<file path="config.mk">
export PLATFORM = sky130hd
export DESIGN_NAME = regfile_wb_initiator
export DESIGN_NICKNAME = d
export VERILOG_FILES = /design/src/rtl/regfile_wb_initiator.sv
export SDC_FILE = /design/constraint.sdc
export NUM_CORES = 1
export LEC_CHECK = 0
export ABC_AREA = 1
export CAP_MARGIN = 15
export CORE_MARGIN = 8
export CORE_UTILIZATION = 42
export CTS_CLUSTER_DIAMETER = 40
export DETAILED_ROUTE_END_ITERATION = 10
export GPL_TIMING_DRIVEN = 0
export PLACE_DENSITY = 0.77
export SLEW_MARGIN = 20
export SYNTH_ARGS = -nofsm -noshare
export SYNTH_HDL_FRONTEND = slang
export SYNTH_SLANG_ARGS = --single-unit
</file>
<file path="constraint.sdc">
create_clock -name clk_i -period 1.6 [get_ports clk_i]
set_clock_uncertainty 0.15 [all_clocks]
set_input_delay 0.32 -clock clk_i [delete_from_list [all_inputs] [get_ports clk_i]]
set_output_delay 0.32 -clock clk_i [all_outputs]
set_load 0.02 [all_outputs]
</file>
<file path="src/rtl/regfile_wb_initiator.sv">
// regfile_wb_initiator
// Wishbone classic single-transfer master for the ECC register file.
// A command is accepted on the valid/ready interface and becomes exactly one
// Wishbone cycle. The master waits for the slave ack, or gives up after
// TIMEOUT cycles, and then returns the result on the response interface.
// It also keeps a wrapping count of acked transfers and a saturating count
// of timeouts.
module regfile_wb_initiator #(
  parameter int WORD_SIZE    = 32,
  parameter int WHISBONE_ADR = 32,
  parameter int TIMEOUT      = 255,
  parameter int TIMEOUTSIZE  = 8,
  parameter int COUNTERSIZE  = 32
) (
  input  logic                    clk_i,
  input  logic                    rst_ni,
  // command interface
  input  logic                    cmd_valid_i,
  output logic                    cmd_ready_o,
  input  logic                    cmd_we_i,
  input  logic [WHISBONE_ADR-1:0] cmd_adr_i,
  input  logic [WORD_SIZE-1:0]    cmd_dat_i,
  input  logic [3:0]              cmd_sel_i,
  // Wishbone master port
  output logic                    wbm_cyc_o,
  output logic                    wbm_stb_o,
  output logic                    wbm_we_o,
  output logic [3:0]              wbm_sel_o,
  output logic [WHISBONE_ADR-1:0] wbm_adr_o,
  output logic [WORD_SIZE-1:0]    wbm_dat_o,
  input  logic [WORD_SIZE-1:0]    wbm_dat_i,
  input  logic                    wbm_ack_i,
  // response interface
  output logic                    rsp_valid_o,
  input  logic                    rsp_ready_i,
  output logic [WORD_SIZE-1:0]    rsp_dat_o,
  output logic                    rsp_err_o,
  // status counters
  output logic [COUNTERSIZE-1:0]  txn_count_o,
  output logic [COUNTERSIZE-1:0]  err_count_o
);

  typedef enum logic [1:0] {
    ST_IDLE = 2'd0,
    ST_BUS  = 2'd1,
    ST_RESP = 2'd2
  } state_t;

  // A TIMEOUT of zero means wait for the ack forever.
  localparam logic                   TMO_EN   = (TIMEOUT != 0);
  localparam logic [TIMEOUTSIZE-1:0] TMO_LAST = TIMEOUTSIZE'(TIMEOUT - 1);

  // Transaction counter: plain modulo-2^COUNTERSIZE increment.
  function automatic logic [COUNTERSIZE-1:0] wrap_inc(input logic [COUNTERSIZE-1:0] v);
    return v + COUNTERSIZE'(1);
  endfunction

  // Error counter: sticks at all-ones instead of wrapping back to zero.
  function automatic logic [COUNTERSIZE-1:0] sat_inc(input logic [COUNTERSIZE-1:0] v);
    return (&v) ? v : v + COUNTERSIZE'(1);
  endfunction

  state_t                  state_q, state_d;
  logic                    cyc_q, cyc_d;
  logic                    we_q, we_d;
  logic [3:0]              sel_q, sel_d;
  logic [WHISBONE_ADR-1:0] adr_q, adr_d;
  logic [WORD_SIZE-1:0]    dat_q, dat_d;
  logic [TIMEOUTSIZE-1:0]  tmo_q, tmo_d;
  logic                    rsp_valid_q, rsp_valid_d;
  logic [WORD_SIZE-1:0]    rsp_dat_q, rsp_dat_d;
  logic                    rsp_err_q, rsp_err_d;
  logic [COUNTERSIZE-1:0]  txn_q, txn_d;
  logic [COUNTERSIZE-1:0]  err_q, err_d;
  logic                    tmo_hit;

  // The last allowed wait cycle has been reached (ack still takes priority).
  assign tmo_hit = TMO_EN && (tmo_q == TMO_LAST);

  // State register; reset drops any transfer in flight without a response.
  always_ff @(posedge clk_i or negedge rst_ni) begin
    if (!rst_ni) begin
      state_q <= ST_IDLE;
    end else begin
      state_q <= state_d;
    end
  end

  // Next-state: accept in IDLE, finish on ack or timeout, release on rsp_ready.
  always_comb begin
    state_d = state_q;
    unique case (state_q)
      ST_IDLE: if (cmd_valid_i) state_d = ST_BUS;
      ST_BUS:  if (wbm_ack_i || tmo_hit) state_d = ST_RESP;
      ST_RESP: if (rsp_ready_i) state_d = ST_IDLE;
      default: state_d = ST_IDLE;
    endcase
  end

  // Registered outputs and counters; every value holds unless an event below updates it.
  always_comb begin
    cyc_d       = cyc_q;
    we_d        = we_q;
    sel_d       = sel_q;
    adr_d       = adr_q;
    dat_d       = dat_q;
    tmo_d       = tmo_q;
    rsp_valid_d = rsp_valid_q;
    rsp_dat_d   = rsp_dat_q;
    rsp_err_d   = rsp_err_q;
    txn_d       = txn_q;
    err_d       = err_q;
    unique case (state_q)
      ST_IDLE: begin
        if (cmd_valid_i) begin
          // Capture the command once; later changes on cmd_* are ignored.
          cyc_d = 1'b1;
          we_d  = cmd_we_i;
          adr_d = cmd_adr_i;
          dat_d = cmd_dat_i;
          sel_d = cmd_we_i ? cmd_sel_i : 4'hF;
          tmo_d = '0;
        end
      end
      ST_BUS: begin
        if (wbm_ack_i) begin
          cyc_d       = 1'b0;
          rsp_valid_d = 1'b1;
          rsp_dat_d   = we_q ? '0 : wbm_dat_i;
          rsp_err_d   = 1'b0;
          txn_d       = wrap_inc(txn_q);
        end else if (tmo_hit) begin
          cyc_d       = 1'b0;
          rsp_valid_d = 1'b1;
          rsp_dat_d   = '0;
          rsp_err_d   = 1'b1;
          err_d       = sat_inc(err_q);
        end else begin
          tmo_d = tmo_q + TIMEOUTSIZE'(1);
        end
      end
      ST_RESP: begin
        if (rsp_ready_i) rsp_valid_d = 1'b0;
      end
      default: begin
        cyc_d       = 1'b0;
        rsp_valid_d = 1'b0;
      end
    endcase
  end

  // Output and counter registers.
  always_ff @(posedge clk_i or negedge rst_ni) begin
    if (!rst_ni) begin
      cyc_q       <= 1'b0;
      we_q        <= 1'b0;
      sel_q       <= '0;
      adr_q       <= '0;
      dat_q       <= '0;
      tmo_q       <= '0;
      rsp_valid_q <= 1'b0;
      rsp_dat_q   <= '0;
      rsp_err_q   <= 1'b0;
      txn_q       <= '0;
      err_q       <= '0;
    end else begin
      cyc_q       <= cyc_d;
      we_q        <= we_d;
      sel_q       <= sel_d;
      adr_q       <= adr_d;
      dat_q       <= dat_d;
      tmo_q       <= tmo_d;
      rsp_valid_q <= rsp_valid_d;
      rsp_dat_q   <= rsp_dat_d;
      rsp_err_q   <= rsp_err_d;
      txn_q       <= txn_d;
      err_q       <= err_d;
    end
  end

  assign cmd_ready_o = (state_q == ST_IDLE);
  assign wbm_cyc_o   = cyc_q;
  assign wbm_stb_o   = cyc_q;
  assign wbm_we_o    = we_q;
  assign wbm_sel_o   = sel_q;
  assign wbm_adr_o   = adr_q;
  assign wbm_dat_o   = dat_q;
  assign rsp_valid_o = rsp_valid_q;
  assign rsp_dat_o   = rsp_dat_q;
  assign rsp_err_o   = rsp_err_q;
  assign txn_count_o = txn_q;
  assign err_count_o = err_q;

endmodule

</file>
## Yosys cells after proc, flatten, opt, wreduce, memory -nomap -nowiden

Index checks and enable logic that the tools add are counted.

| word-level totals | value |
|---|---|
| register bits after elaboration | 178 |
| input bits | 106 |
| output and inout bits | 170 |
| logic and storage cells | 62 |

| cells by class | value |
|---|---|
| $add $sub $neg | 3 |
| eq/ne operators | 9 |
| multiplexer cells | 21 |
| bitwise operators | 4 |
| reduce and logical (&&, ||, !) cells | 13 |

Operators with widths:

| operator | count |
|---|---|
| $mux W32 | 3 |
| $add A32 B1 Y32 const B | 2 |
| $reduce_and A32 Y1 | 1 |
| $mux W8 | 3 |
| $pmux W8 S2 | 1 |
| $ne A2 B2 Y1 const B | 5 |
| $reduce_and A3 Y1 | 3 |
| $add A8 B1 Y8 const B | 1 |
| $eq A8 B8 Y1 const B | 1 |
| $reduce_and A4 Y1 | 2 |
| $mux W1 | 7 |
| $mux W2 | 3 |
| $pmux W1 S3 | 2 |
| $pmux W2 S3 | 1 |
| $reduce_and A2 Y1 | 3 |
| $mux W4 | 1 |
| $not A1 Y1 | 4 |
| $reduce_bool A2 Y1 | 2 |
| $ne A3 B3 Y1 const B | 1 |
| $eq A2 B1 Y1 const B | 1 |
| $eq A2 B2 Y1 const B | 1 |
| $logic_not A2 Y1 | 1 |
| $logic_or A1 B1 Y1 | 1 |

## Depth between registers and ports, before layout

| depth | value |
|---|---|
| word-level depth | 4 |
| gate-level depth with buffers | 12 |
| depth with buffers taken out | 11 |

## Least setup slack after synthesis

Ideal clock, no wire load.

| timing | value |
|---|---|
| path kind | register -> register |
| start point | register err_q[1], in the netlist err_count_o[1] |
| end point | register err_q[28], in the netlist err_count_o[28] |
| setup time | 118 ps |
| arrival | 1,516 ps |
| required time | 1,332 ps |
| setup slack | -184 ps |
| stages on the path, launching flop included | 10 |
| path buffers | 1 |
| period minus slack after synthesis | 1,784 ps |
| path through | dfrtp_1 ha_1 inv_1 nor2_2 nand2_2 nor2_2 nand3_4 buf_6 nand3b_1 nand2_1 |

| on the way | value |
|---|---|
| cells in the longest elaborated chain, start to end | 3 |
| elaborated cells between the ends (all ways) | 4 |
| those cells by class | add/sub (1); bitwise (1); reduce/logical (2) |

Ends and longest elaborated chain:

| what | line | source |
|---|---|---|
| start, declared | 74 | `logic [COUNTERSIZE-1:0] err_q, err_d;` |
| start signal, assigned | 177 | `err_q <= err_d;` |
| branches (longest 3 deep; another with $add A32 B1 Y32) | n/a |  |

Several ways; the timed one is not identified.
A chain may end at the register's enable or synchronous reset.

## Worst setup path in the final report

| timing | value |
|---|---|
| start point | register err_q[0], in the netlist err_count_o[0] |
| end point | register err_q[27], in the netlist err_count_o[27] |

Same word-level chain as after synthesis.

==> run_results.csv <==
group,metric,value,unit
timing,slew_headroom,55.3,%
timing,tightest_slew,671,ps
setup_path,critPathArrivalTime,2040,ps
clock_tree,clk_pin_slew,80,ps
yosys,netlist_area,8360,um2
floorplan,fp.dieW,157,um
clock_tree,cts_made_buffers,17,
drt,drtIter0Drc,530,
global_routing,grt_max_degree,94,
floorplan,io_pins,276,
yosys,avgSynthCellArea,8.00,um2
yosys,synth_nets,1154,
drt,dr.pass1.iters,6,
yosys,synth_edf_count,0,
setup_path,start_kind,"register",
floorplan,start_util,42.8,%
status,violations,"negative hold slack, negative setup slack",
flow_run,drv_cap,0,
layout,finalNonFillerCells,1735,
pwr,peakVddDrop,0.956,mV
placed_design,dp_hpwl,19.5,mm
timing,drv_slew,0,
drt,wire_per_inst,17.7,um
setup_path,path_class,"reg2reg",
layout,utilization,70.7,%
layout,design_area,13800,um2
clock_tree,clock_path_buffers,2,
floorplan,placementRows,51,
pwr,leakagePower,6.75,nW
global_routing,grt_pass1_wl,46.7,mm
timing,timing.fmax,535,MHz
placed_design,dp_cells,1585,
timing,setup_slack,-269,ps
yosys,ys.flop_type,"dfrtp_1",
layout,diodes,0,
setup_path,cp.required,1770,ps
placed_design,place_congestion,0.898,
layout,area_growth,65.2,%
setup_path,r2r-start,"err_count_o[0]",
placed_design,place_ws,-474,ps
layout,layout_commonest_cell,"nand2_1",
timing,finalSetupViolCount,53,
clock_tree,cts_tree,"yes",
yosys,postSynth.asyncResetShare,100,%
drt,vias,8722,
setup_path,critPathLaunch,"err_count_o[0]",
yosys,synth.distinct_cells,35,
floorplan,dieArea,24700,um2
global_routing,grt_util_all_layers,24.1,%
clock_tree,htree_levels,4,
global_routing,grt-ovfl-total,0,
clock_tree,clk_latency,430,ps
clock_tree,clockRootBuffer,"clkbuf_16",
pwr,p_total,18.8,mW
yosys,netlist_instances,1044,
layout,final_cell_mix,"nand2_1, dfrtp_1, clkdlybuf4s50_1, buf_4, clkdlybuf4s15_2",
placed_design,dpl_cell_area,11500,um2
drt,ant_nets,0,
layout,fin_nets,1567,
drt,drc,0,
clock_tree,cts_sinks,178,
placed_design,numPortBuffers,275,
yosys,ys_ff_latch,178,
layout,num-fill-cells,1454,
timing,setup_tns,-7820,ps
timing,rsz0062_at_grt,"true",
floorplan,core,19500,um2
yosys,ys_seq_area_share,53.3,%
status,outcome,"finished, violations left",
timing,final_hold_viol_count,85,
layout,drive_gt1_share,35.8,%
min_path,holdCritPathClass,"in2async",
drt,viasPerCell,5.03,
yosys,yosysWarnings,0,
drt,drt-total-wl,30.7,mm
global_routing,antenna_found_initial,0,
pwr,p_per_area,1360,nW/um2
setup_path,cp_max_fo,4,
timing,timing.hold.ws,-277,ps
floorplan,die_height,157,um
global_routing,grt_pass1_vias,8822,
timing,fin_crit,1870,ps
timing,fin_crit_sh,117,%
setup_path,cp-end-kind,"register",
metal layers:
layer  vias up  track usage [%]  wire length [um]
met1      4126             27.1             11500
li1       4084                -                 -
met5         -                0                 0
met4         0             9.07               988
met3        89             8.66              2900
met2       423             41.2             15300
Yosys cell counts (4+ instances only):
cell        n  area share, %
buf_2      18            1.1
inv_1      70            3.1
nor2_1     78            3.5
nand2_1   489             22
nor3_1      7           0.42
buf_6       4           0.54
xnor2_1     9           0.94
dfrtp_1   178             53
ha_1        4           0.60
clkbuf_1    6           0.27
nor2_2     12           0.90
nor2_4      6           0.81
nand4_1    21            1.6
o22a_1      4           0.42
nand2_2     8           0.60
nand3b_1   25            2.2
inv_2       5           0.22
o21ai_0     8           0.48
xor2_1     16            1.7
nand3_1    61            3.7
critical path: stages (launching register included):
cell and delay (ps):
dfrtp_2 400, buf_6 110, inv_1 60, nor2_2 230, nand2_2 200, nor2_1 260
nand2_4 110, nor2_4 90, nand2_1 60, nand2_1 50, nand2_1 40
registers in the layout (all words and copies together) (netlist names), 2 cells and up:
register and cells:
tmo_q 8, rsp_dat_o 32, wbm_dat_o 32, state_q 2, txn_count_o 32, wbm_sel_o 4, wbm_adr_o 32, err_count_o 32
repair_timing:
| item | in CTS | in global routing |
|---|---|---|
| pin swaps | 34 | 51 |
| endpoints found under the hold margin | 85 | 85 |
| setup endpoints to repair | 302 | 247 |
| gates resized for setup | 708 | 213 |
| gates cloned | 10 | 1 |
| buffers inserted | 82 | 34 |
path summary, 6_finish.rpt:
path,endpoint,slack [ps],cells past startpoint
min in group clk_i,wbm_dat_o[9],260,3
setup reg to reg,err_count_o[27],-270,10
max in group asynchronous,err_count_o[12],630,2
hold / removal,wbm_sel_o[1],-280,1
setup / recovery,err_count_o[27],-270,10
hold reg to reg,rsp_dat_o[21],320,2
area by class of cell:
type | instances | area (um2) | area share, %
flip-flops and latches | 178 | 4490 | 32.5
multi-input cells | 761 | 4180 | 30.3
repair buffers | 393 | 3590 | 26.0
clock buffers | 18 | 429 | 3.11
well taps | 265 | 332 | 2.40
plain buffers | 30 | 317 | 2.29
inverters | 75 | 309 | 2.24
clock inverters | 14 | 149 | 1.08
repair inverters | 1 | 8.76 | 0.0635
where the power goes:
| part | switching, mW | internal [mW] |
|---|---|---|
| Clock | 1.99 | 2.21 |
| Combinational | 4.69 | 3.16 |
| Sequential | 0.878 | 5.89 |
| Total | 7.56 | 11.3 |
logic make-up (layout without fill, tap and decap cells):
kind of cell    Yosys count  in the layout  synth area share [%]
buf+inv                 106            531                  5.57
flops                   178            178                  53.3
compound gates           17             17                  1.30
simple gates            714            715                  36.6
fa+ha+maj                 4              4                 0.599
xor+xnor                 25             25                  2.62
Note: power is estimated with default switching activity, not from simulation.
